$ cat config.mk
export PLATFORM = sky130hd
export DESIGN_NAME = mac_accumulator
export DESIGN_NICKNAME = d
export VERILOG_FILES = /design/src/rtl/mac_accumulator.sv
export SDC_FILE = /design/constraint.sdc
export NUM_CORES = 1
export LEC_CHECK = 0
export CAP_MARGIN = 20
export CORE_MARGIN = 2
export CORE_UTILIZATION = 54
export DETAILED_ROUTE_END_ITERATION = 16
export GPL_ROUTABILITY_DRIVEN = 0
export PLACE_DENSITY = 0.78
export RECOVER_POWER = 25
export SETUP_SLACK_MARGIN = 0.1
export SKIP_LAST_GASP = 1
export SYNTH_ARGS = -nofsm -noshare
export SYNTH_HDL_FRONTEND = slang
export SYNTH_SLANG_ARGS = --single-unit
export TNS_END_PERCENT = 30
$ cat constraint.sdc
create_clock -name clk -period 5.5 [get_ports clk]
set_clock_uncertainty 0.15 [all_clocks]
set_input_delay 1.1 -clock clk [delete_from_list [all_inputs] [get_ports clk]]
set_output_delay 1.1 -clock clk [all_outputs]
set_load 0.05 [all_outputs]
$ cat src/rtl/mac_accumulator.sv
// mac_accumulator: signed int8 x int8 multiply-accumulate with an 18-bit
// symmetric saturating accumulator and a valid/ready result register.
module mac_accumulator #(
    parameter int IN_W  = 8,
    parameter int ACC_W = 18,
    parameter int CNT_W = 8
) (
    input  logic             clk,
    input  logic             rst,
    input  logic             in_valid,
    output logic             in_ready,
    input  logic [IN_W-1:0]  a,
    input  logic [IN_W-1:0]  b,
    input  logic             in_last,
    output logic             out_valid,
    input  logic             out_ready,
    output logic [ACC_W-1:0] acc_out,
    output logic             sat_out,
    output logic [CNT_W-1:0] cnt_out
);
    localparam int P_W = 2 * IN_W;
    localparam logic signed [ACC_W:0] SUM_MAX =
        (ACC_W+1)'((1 << (ACC_W - 1)) - 1);
    localparam logic signed [ACC_W:0] SUM_MIN = -SUM_MAX;

    logic                    adv;
    logic                    accept;
    logic                    v1;
    logic                    last1;
    logic signed [P_W-1:0]   p1;
    logic signed [ACC_W-1:0] acc;
    logic signed [ACC_W-1:0] acc_next;
    logic                    sticky;
    logic                    clip;
    logic [CNT_W-1:0]        cnt;
    logic [CNT_W-1:0]        cnt_next;
    logic signed [ACC_W:0]   sum;

    // A held result freezes the whole pipeline, so nothing is ever dropped.
    assign adv      = ~out_valid | out_ready;
    assign in_ready = adv;
    assign accept   = in_valid & adv;

    always_comb begin
        sum      = {acc[ACC_W-1], acc} + {{(ACC_W+1-P_W){p1[P_W-1]}}, p1};
        clip     = 1'b0;
        acc_next = sum[ACC_W-1:0];
        // Symmetric clamp keeps the most negative code out of the result.
        if (sum > SUM_MAX) begin
            clip     = 1'b1;
            acc_next = SUM_MAX[ACC_W-1:0];
        end else if (sum < SUM_MIN) begin
            clip     = 1'b1;
            acc_next = SUM_MIN[ACC_W-1:0];
        end
        cnt_next = (&cnt) ? cnt : cnt + 1'b1;
    end

    always_ff @(posedge clk) begin
        if (rst) begin
            v1        <= 1'b0;
            last1     <= 1'b0;
            p1        <= '0;
            acc       <= '0;
            sticky    <= 1'b0;
            cnt       <= '0;
            out_valid <= 1'b0;
            acc_out   <= '0;
            sat_out   <= 1'b0;
            cnt_out   <= '0;
        end else if (adv) begin
            v1        <= in_valid;
            out_valid <= v1 & last1;
            if (accept) begin
                p1    <= P_W'($signed(a)) * P_W'($signed(b));
                last1 <= in_last;
            end
            if (v1) begin
                if (last1) begin
                    acc_out <= acc_next;
                    sat_out <= sticky | clip;
                    cnt_out <= cnt_next;
                    acc     <= '0;
                    sticky  <= 1'b0;
                    cnt     <= '0;
                end else begin
                    acc    <= acc_next;
                    sticky <= sticky | clip;
                    cnt    <= cnt_next;
                end
            end
        end
    end
endmodule

==> results.cfg, run 1 <==
[synthesis]
synth_top_flop_cell = dfxtp_1
yosys_warnings = 0
netlist-cell-type-count = 66
ys_seq_elements = 73
async_flop_share_pct = 0
syn-num-nets = 852
syn_area_mm2 = 0.006325
syn_inst = 727
synth_edf_count = 0
syn_avg_cell_area_um2 = 8.700
ys_seq_area_share_pct = 23.11

[cts]
clock_latency_ps = 340
cts.clk_slew.worst_paths_ps = 60
root_buffer = clkbuf_16
cts_tree = built
clock_path_buffers = 2
cts-buffers-inserted = 9
htree_levels = 3
cts.sinks = 73

[worst_setup_path]
critical_path_buf_inv_count = 5
criticalPathCategory = input port to register
worstSetupStartpoint = a[2]
critPathMaxFanout = 3
worst_r2r_path_depth = 12
crit_end = p1[15]$_SDFFE_PP0P_
arrival_ps = 5460
critPathRequiredTime_ps = 5630
endpoint_kind = register
crit_path_cell_trace = clkdlybuf4s50_1, nand2_1, fa_1, fa_1, inv_1, fa_1, inv_1, fa_1, inv_1, ha_4, inv_1, o21ai_2, a21oi_4, o21ai_2, a41o_1, o41ai_2, or4_1, nand3_1
crit_family = adder cells
cpPeakStageDelay_ps = 550
startpoint_type = input port
reg2reg_slack_ps = 1030
cp.depth = 18
cpMaxStageDelayCell = fa_1
r2r-end = acc[12]$_SDFFE_PP0P_
r2r_start = acc[0]$_SDFFE_PP0P_

[cells_and_area]
area_delta_synth_final_pct = 21.88
n_antenna_cell = 0
layout-drive-gt1-share_pct = 12.96
nets = 930

[sta]
layout_setup_ws_ps = 167.0
setup_viol = 0
relSlewSlack_pct = 28.02
hold_viol_final = 0
min_period_over_period_pct = 96.96
slew_violations = 0
min_period_ps = 5333
rsz0062_at_grt = true
timing.setup.tns_ps = 0
fmax_mhz = 187.5
tightest_slew_ps = 1076

[place]
dp_hpwl_um = 11480
io_buffers = 49
dp_slack_ps = -451.6

[detailed_routing]
drtAntennaViolNets = 0
vias = 5610
drc = 0
drt-total-wl_um = 15450
dr.pass1.iters = 5
drt_iter0_markers = 371
vias_per_cell = 5.887
avgRoutedWirePerCell_um = 16.21

[floorplanning]
initial_core_util_pct = 55.39
pin_count = 50
die_w_um = 112.2
core_mm2 = 0.01142
dieHeight_um = 112.2
dieArea_mm2 = 0.01259
rows = 39

[pwr]
worst_ir_drop_vdd_mv = 0.3045
power_uw = 3128
p_leak_uw = 0.003596
p_per_area_mw_per_mm2 = 405.8

[grt]
grt_max_degree = 36
track_usage_pct = 24.61
first_global_vias = 5770
grt_pass1_wl_um = 25890
antenna_found_initial = 0
grt_remaining_overflow = 0

[run_status]
status = complete, no violations

[min_path]
hold_path.class = register to register

[flow_run]
max_cap_violations = 0
-- report_power, final --
group	internal, uW	switching [uW]	total [uW]	leakage [uW]
clock network	359	249	608	0.000145
registers	595	49.7	645	0.000593
logic	872	1000	1880	0.00286
total	1830	1300	3130	0.00360
-- placed cells by master, fill, tap and decap left out, types with 4 or more instances in the layout --
cell / count
inv_1: 90
ha_4: 6
a21o_1: 7
xor2_1: 6
a22o_1: 6
a31oi_1: 4
buf_4: 34
a21oi_1: 40
a221o_1: 26
clkdlybuf4s50_1: 19
a22oi_1: 4
nand2_1: 73
maj3_1: 4
fa_1: 53
or4_1: 5
dlygate4sd3_1: 18
and2_1: 39
ha_1: 41
buf_6: 9
nor2_1: 44
inv_2: 4
xnor2_1: 21
o31ai_1: 7
nand2b_1: 7
and3_1: 9
dfxtp_1: 73
dlymetal6s2s_1: 11
clkbuf_16: 9
o21ai_0: 24
nand3_1: 13
o21ai_2: 6
nor3_1: 19
-- worst min path at each step --
stage,from,endpoint,cells after the start
floorplan,sticky$_SDFFE_PP0P_,sticky$_SDFFE_PP0P_,2
global placement,cnt_out[1]$_SDFFE_PP0P_,cnt_out[1]$_SDFFE_PP0P_,1
detailed placement,cnt_out[6]$_SDFFE_PP0P_,cnt_out[6]$_SDFFE_PP0P_,2
CTS,cnt_out[6]$_SDFFE_PP0P_,cnt_out[6]$_SDFFE_PP0P_,2
global route,cnt_out[1]$_SDFFE_PP0P_,cnt_out[1]$_SDFFE_PP0P_,1
finish,cnt_out[6]$_SDFFE_PP0P_,cnt_out[6]$_SDFFE_PP0P_,2
-- cell type report --
class | count | area [um2]
clock inverters | 7 | 82.58
repair buffers | 93 | 893.4
fillers | 865 | 3710
flip-flops and latches | 73 | 1461
inverters | 94 | 352.8
multi-input cells | 534 | 4514
clock buffers | 9 | 225.2
well taps | 143 | 178.9
-- cells in the mapped netlist (all sizes together) (4+ instances only) --
cell type  count  share of area [%]
dfxtp         73                 23
o31ai          7               0.83
nand3         13                1.0
and2          43                4.3
ha            48                9.5
a31oi          4               0.40
fa            56                 18
buf           10                1.6
or4            5               0.59
inv           94                5.6
a21oi         45                3.6
a22oi          4               0.47
a211oi         4               0.55
a22o           6               0.83
a21boi         4               0.53
a21o           7               0.83
xnor2         21                2.9
nor3          19                1.5
and3          10                1.0
maj3           4               0.63
xor2           6               0.83
clkbuf        15                1.0
a221o         26                4.1
nor4           4               0.63
nand2b         8               0.79
nand2         74                4.4
o21ai         32                2.6
nor2          46                2.7
-- registers in the layout, summed over array words and instances (netlist names) --
signal and count:
acc 18, acc_out 18, p1 16, cnt 8
cnt_out 8, last1 1, out_valid 1, sat_out 1
sticky 1, v1 1
-- layer usage --
layer | GRT usage [%] | vias up | wire [um]
met4 | 8.618 | 0 | 386
met1 | 30.36 | 2686 | 6207
li1 | - | 2656 | -
met5 | 0 | - | 0
met3 | 3.618 | 47 | 908
met2 | 43.98 | 221 | 7949
-- tightest hold or removal path: cells and delay by family, from the launching register on --
kind               cells  cell delay (ps)
and+or+nand+nor        1               50
AOI/OAI and AO/OA      1               50
DFF                    1              320
-- logic make-up after synthesis --
| kind of cell | count (synthesis) | share of synthesized area, % |
|---|---|---|
| adder cells (fa/ha/maj) | 108 | 27.85 |
| AO/OA/AOI/OAI | 159 | 17.72 |
| multiplexers | 2 | 0.3165 |
| XOR/XNOR | 27 | 3.739 |
| buffers and inverters | 120 | 8.348 |
| AND/OR/NAND/NOR | 238 | 18.91 |
| flip-flops | 73 | 23.11 |
-- through the flow --
stage	instance area, um2	utilization [%]	hold slack (ps)	cells
after global placement	7143	62.56	291.4	934
after CTS	7487	65.57	303.9	952
after detailed placement	7143	62.56	288.2	934
after global routing	7709	67.51	326.7	953
final	7709	67.51	296.9	953
after floorplan	6325	-	275.9	727
-- repair_timing --
action | CTS | global route
gates resized for setup | 9 | 54
pin swaps | 7 | 19
hold buffers | 0 | 0
buffers inserted | 2 | 1
setup endpoints to repair | 4 | 6
Power figures use the tool's default switching activity.
==> run 2: changes to the inputs <==
- CTS_CLUSTER_DIAMETER: not set -> 50
- MAX_ROUTING_LAYER: not set -> met4
==> run 2 against run 1 <==
Compared with the run above: cell count unchanged; hold slack improved by 0.60 ps; critical path depth rose by 1; utilization is essentially flat; die area unchanged; power hardly changed; clock-buffer cell count stayed put; global-route usage grew 0.73 points; sequential power about the same; clock power barely moved; largest cell class unchanged; highest routed layer unchanged.
==> results.cfg, run 2 (synthesis gave the netlist of run 1 again) <==
[grt]
track_usage_pct = 25.34
grt_pass1_wl_um = 25900
first_global_vias = 5773
antenna_found_initial = 0
grt_max_degree = 36
grt_remaining_overflow = 0

[cells_and_area]
final_core_util_pct = 67.53
layout-drive-gt1-share_pct = 12.96
layoutNonFillerInstCount = 953
top_regs = acc (18), acc_out (18), p1 (16)
final_common_cell = inv_1
area_delta_synth_final_pct = 21.92
n_antenna_cell = 0
nets = 930
layout_common_cells = inv_1, nand2_1, dfxtp_1
n_fill_cell = 861

[cts]
clock_latency_ps = 340
cts-buffers-inserted = 9
cts.sinks = 73
cts_tree = built
cts.clk_slew.worst_paths_ps = 60
htree_levels = 3
clock_path_buffers = 2
cts_hold_buf = 0
root_buffer = clkbuf_16

[place]
dp_cells = 934
io_buffers = 49
dp_hpwl_um = 11480

[worst_setup_path]
crit_top_cell = inv_1
crit_path_cell_trace = clkdlybuf4s50_1, and2_1, fa_1, inv_1, fa_1, inv_1, fa_1, inv_1, fa_1, inv_1, ha_4, inv_1, o21ai_2, a21oi_4, o21ai_2, a41o_1, o41ai_2, or4_1, nand3_1
critPathMaxFanout = 3
arrival_ps = 5490
cpPeakStageDelay_ps = 530
endpoint_kind = register
criticalPathCategory = input port to register
critPathRequiredTime_ps = 5630
cpMaxStageDelayCell = fa_1
startpoint_type = input port

[pwr]
switching_share_pct = 41.66
combinationalPowerShare_pct = 60.0
worst_ir_drop_vdd_mv = 0.3051
p_int_uw = 1826
p_per_area_mw_per_mm2 = 406.0
p_seq_share_pct = 20.6
clkPwrFrac_pct = 19.4
p_leak_uw = 0.003605
p_switching_uw = 1304

[sta]
setup_viol = 0
fmax_mhz = 186.5
hold_viol_final = 0
relSlewSlack_pct = 27.03
slew_violations = 0
timing.setup.tns_ps = 0
min_period_over_period_pct = 97.48
rsz0062_at_grt = false
hold_slack_ps = 297.5
min_period_ps = 5361
tightest_slew_ps = 1090

[detailed_routing]
drt_iter0_markers = 377
vias = 5642
avgRoutedWirePerCell_um = 16.28
drc = 0
vias_per_cell = 5.920
drt-total-wl_um = 15520
dr.pass1.iters = 6
drtAntennaViolNets = 0

[floorplanning]
dieHeight_um = 112.2
initial_core_util_pct = 55.39
die_w_um = 112.2
rows = 39
pin_count = 50
dieArea_mm2 = 0.01259
core_mm2 = 0.01142

[min_path]
hold_path.class = register to register

[flow_run]
max_cap_violations = 0

[run_status]
status = complete, no violations
[run 2: area by class of cell]
class / count / area [um2] / area share [%]
multi-input combinational: 534 / 4514 / 58.54
sequential: 73 / 1461 / 18.95
timing repair buffer: 93 / 895.9 / 11.62
inverter: 94 / 352.8 / 4.576
clock buffer: 9 / 225.2 / 2.921
tap: 143 / 178.9 / 2.320
clock inverter: 7 / 82.58 / 1.071
[run 2: critical path: cells and delay by family]
family                     cells  cell delay (ps)
buffers and inverters          6              710
adders and majority gates      5             2300
AOI/OAI and AO/OA              5              720
and+or+nand+nor                3              640
[run 2: path summary, 6_finish.rpt]
check | from | to | slack (ps) | cells past startpoint
worst min-delay path | cnt_out[6]$_SDFFE_PP0P_ | cnt_out[6]$_SDFFE_PP0P_ | 300 | 2
worst min register to register | cnt_out[6]$_SDFFE_PP0P_ | cnt_out[6]$_SDFFE_PP0P_ | 300 | 2
worst max register to register | acc[0]$_SDFFE_PP0P_ | acc[12]$_SDFFE_PP0P_ | 1030 | 12
worst max-delay path | a[5] | p1[15]$_SDFFE_PP0P_ | 140 | 19
[run 2: per-stage QoR]
step | total power (uW) | setup WS [ps] | instance area (um2)
floorplan | 1804 | 252.6 | 6325
global placement | 2198 | -365.2 | 7143
detailed placement | 2265 | -451.6 | 7143
CTS | 2919 | 95.28 | 7487
global route | 3380 | 17.57 | 7711
finish | 3130 | 138.8 | 7711
[run 2: power by group through the flow]
stage | Sequential [uW] | Clock [uW] | Combinational (uW)
after global routing | 650 | 632 | 2100
final | 645 | 607 | 1880
after floorplan | 655 | 0 | 1150
after detailed placement | 653 | 0 | 1610
after CTS | 643 | 609 | 1670
after global placement | 650 | 0 | 1550
[run 2: repair_timing]
item | CTS | global route
pin swaps | 7 | 19
setup buffers | 2 | 1
resized for setup | 9 | 55
endpoints found under the setup margin | 4 | 6
[run 2: routing by layer]
layer / vias up / wire, um / track usage (%)
met5: - / 0 / -
met4: 0 / 452 / 9.024
met1: 2715 / 6351 / 30.29
met2: 214 / 7900 / 43.90
li1: 2655 / - / -
met3: 58 / 814 / 3.510
==> run 3: changes to the inputs <==
- CORE_MARGIN: 2 -> 1
==> run 3 against run 2 <==
Compared with the run above: combinational power barely moved; clock power barely moved; wire length fell by 0.93%; worst setup slack improved by 110 ps; sequential share of layout area fell by 0.058 points; largest power group unchanged; utilization rose by 0.21 points; register-to-register slack barely moved; highest routed layer unchanged; non-clock buffer count rose by 5; die area fell by 3.5%.
==> results.cfg, run 3 (synthesis gave the netlist of run 1 again) <==
[run_status]
status = complete, no violations

[sta]
min_period_over_period_pct = 95.45
layout_setup_ws_ps = 250.2
timing.setup.tns_ps = 0
slew_violations = 0
fmax_mhz = 190.5
tightest_slew_ps = 1049
setup_viol = 0
min_period_ps = 5250
hold_viol_final = 0
rsz0062_at_grt = true
relSlewSlack_pct = 29.81

[grt]
first_global_vias = 5659
track_usage_pct = 27.00
grt_remaining_overflow = 0
grt_max_degree = 36
antenna_found_initial = 0
grt_pass1_wl_um = 25030

[floorplanning]
pin_count = 50
dieHeight_um = 110.2
dieArea_mm2 = 0.01215
die_w_um = 110.2
rows = 39
initial_core_util_pct = 55.39
core_mm2 = 0.01142

[pwr]
worst_ir_drop_vdd_mv = 0.2576
p_per_area_mw_per_mm2 = 406.4
p_leak_uw = 0.003643
power_uw = 3143

[worst_setup_path]
worst_r2r_path_depth = 12
critPathMaxFanout = 7
worstSetupStartpoint = a[7]
crit_top_cell = fa_1
r2r_start = acc[0]$_SDFFE_PP0P_
cpMaxStageDelayCell = fa_1
startpoint_type = input port
crit_family = adder cells
critical_path_buf_inv_count = 6
critPathRequiredTime_ps = 5540
endpoint_kind = register
criticalPathCategory = input port to register
arrival_ps = 5290
crit_path_cell_trace = clkdlybuf4s50_1, buf_4, nand2_2, fa_1, inv_1, fa_1, fa_1, inv_1, fa_1, inv_1, ha_4, nand3_1, nand2_1, a41o_1, buf_4, nor2_2, xor2_1, o31ai_1
reg2reg_slack_ps = 1020
cp.depth = 18
cpPeakStageDelay_ps = 570
r2r-end = acc[4]$_SDFFE_PP0P_
crit_end = p1[13]$_SDFFE_PP0P_

[min_path]
hold_path.class = register to register

[flow_run]
max_cap_violations = 0

[cells_and_area]
layout-drive-gt1-share_pct = 13.01
area_delta_synth_final_pct = 22.29
layoutNonFillerInstCount = 958
top_regs = acc (18), acc_out (18), p1 (16)
layout_common_cells = inv_1, dfxtp_1, nand2_1
final_common_cell = inv_1
nets = 935
n_antenna_cell = 0

[cts]
root_buffer = clkbuf_16
cts.clk_slew.worst_paths_ps = 70
cts_tree = built
cts_hold_buf = 0
cts.sinks = 73
clock_latency_ps = 330
cts-buffers-inserted = 9
htree_levels = 3
clock_path_buffers = 2

[place]
io_buffers = 49
dp_hpwl_um = 11420
dp_slack_ps = -526.4
dp_cells = 934

[detailed_routing]
drtAntennaViolNets = 0
vias = 5594
dr.pass1.iters = 5
drt-total-wl_um = 15370
drc = 0
avgRoutedWirePerCell_um = 16.05
drt_iter0_markers = 334
vias_per_cell = 5.839
[run 3: cell types whose count changed in the layout (fill, tap and decap cells not counted)]
cell	change
inv_1	+3
clkdlybuf4s50_1	-1
fa_1	+2
a21oi_2	+1
buf_6	+1
nand2_1	-1
dlygate4sd3_1	-1
inv_2	-3
a21oi_4	-1
nand2_2	+1
dlymetal6s2s_1	+2
buf_12	-1
buf_4	+5
fa_2	-2
[run 3: what timing repair did]
action                                 4_1_cts  5_1_grt
setup buffers                                4        3
pin swaps                                    6       21
gates resized for setup                      7       56
setup endpoints to repair                    5        6
endpoints found under the hold margin        0        0
[run 3: worst min-delay path by stage]
stage | end | slack [ps] | start | depth (start not counted)
floorplan | sticky$_SDFFE_PP0P_ | 280 | sticky$_SDFFE_PP0P_ | 2
global placement | cnt_out[0]$_SDFFE_PP0P_ | 290 | cnt_out[0]$_SDFFE_PP0P_ | 2
detailed placement | cnt_out[0]$_SDFFE_PP0P_ | 300 | cnt_out[0]$_SDFFE_PP0P_ | 2
CTS | cnt_out[6]$_SDFFE_PP0P_ | 310 | cnt_out[6]$_SDFFE_PP0P_ | 2
global route | cnt_out[6]$_SDFFE_PP0P_ | 330 | cnt_out[6]$_SDFFE_PP0P_ | 2
finish | cnt_out[6]$_SDFFE_PP0P_ | 310 | cnt_out[6]$_SDFFE_PP0P_ | 2
[run 3: worst reg2reg max path, cell delays in order (launching register included)]
cell and delay (ps):
dfxtp_1 390, ha_1 220, inv_1 60, fa_1 410
and2b_1 270, o22ai_2 100, xnor2_1 180, or4_1 480
or4_1 570, or4b_4 520, nor4_4 290, o21ai_2 300
a221o_1 430
[run 3: cell type report]
class                   count  area, um2
multi-input cells         534       4504
fillers                   867       3684
flip-flops and latches     73       1461
repair buffers             98      929.6
inverters                  94      352.8
clock buffers               9      225.2
well taps                 143      178.9
clock inverters             7      82.58
[run 3: stage by stage]
stage	area, um2	hold slack (ps)	utilization [%]
finish	7735	305.4	67.74
global placement	7131	291.5	62.45
global route	7735	327.0	67.74
CTS	7475	312.4	65.46
detailed placement	7131	297.6	62.45
floorplan	6325	275.9	-
[run 3: routing by layer]
metal,wire (um),vias up,global-route usage (%)
met5,0,-,-
met4,547,0,10.43
met3,847,57,4.115
met2,7796,212,47.77
met1,6183,2672,30.75
li1,-,2653,-
[run 3: power by group]
| group | switching, uW | internal [uW] | total [uW] |
|---|---|---|---|
| Sequential | 48.5 | 595 | 643 |
| Combinational | 996 | 896 | 1890 |
| Clock | 248 | 359 | 608 |
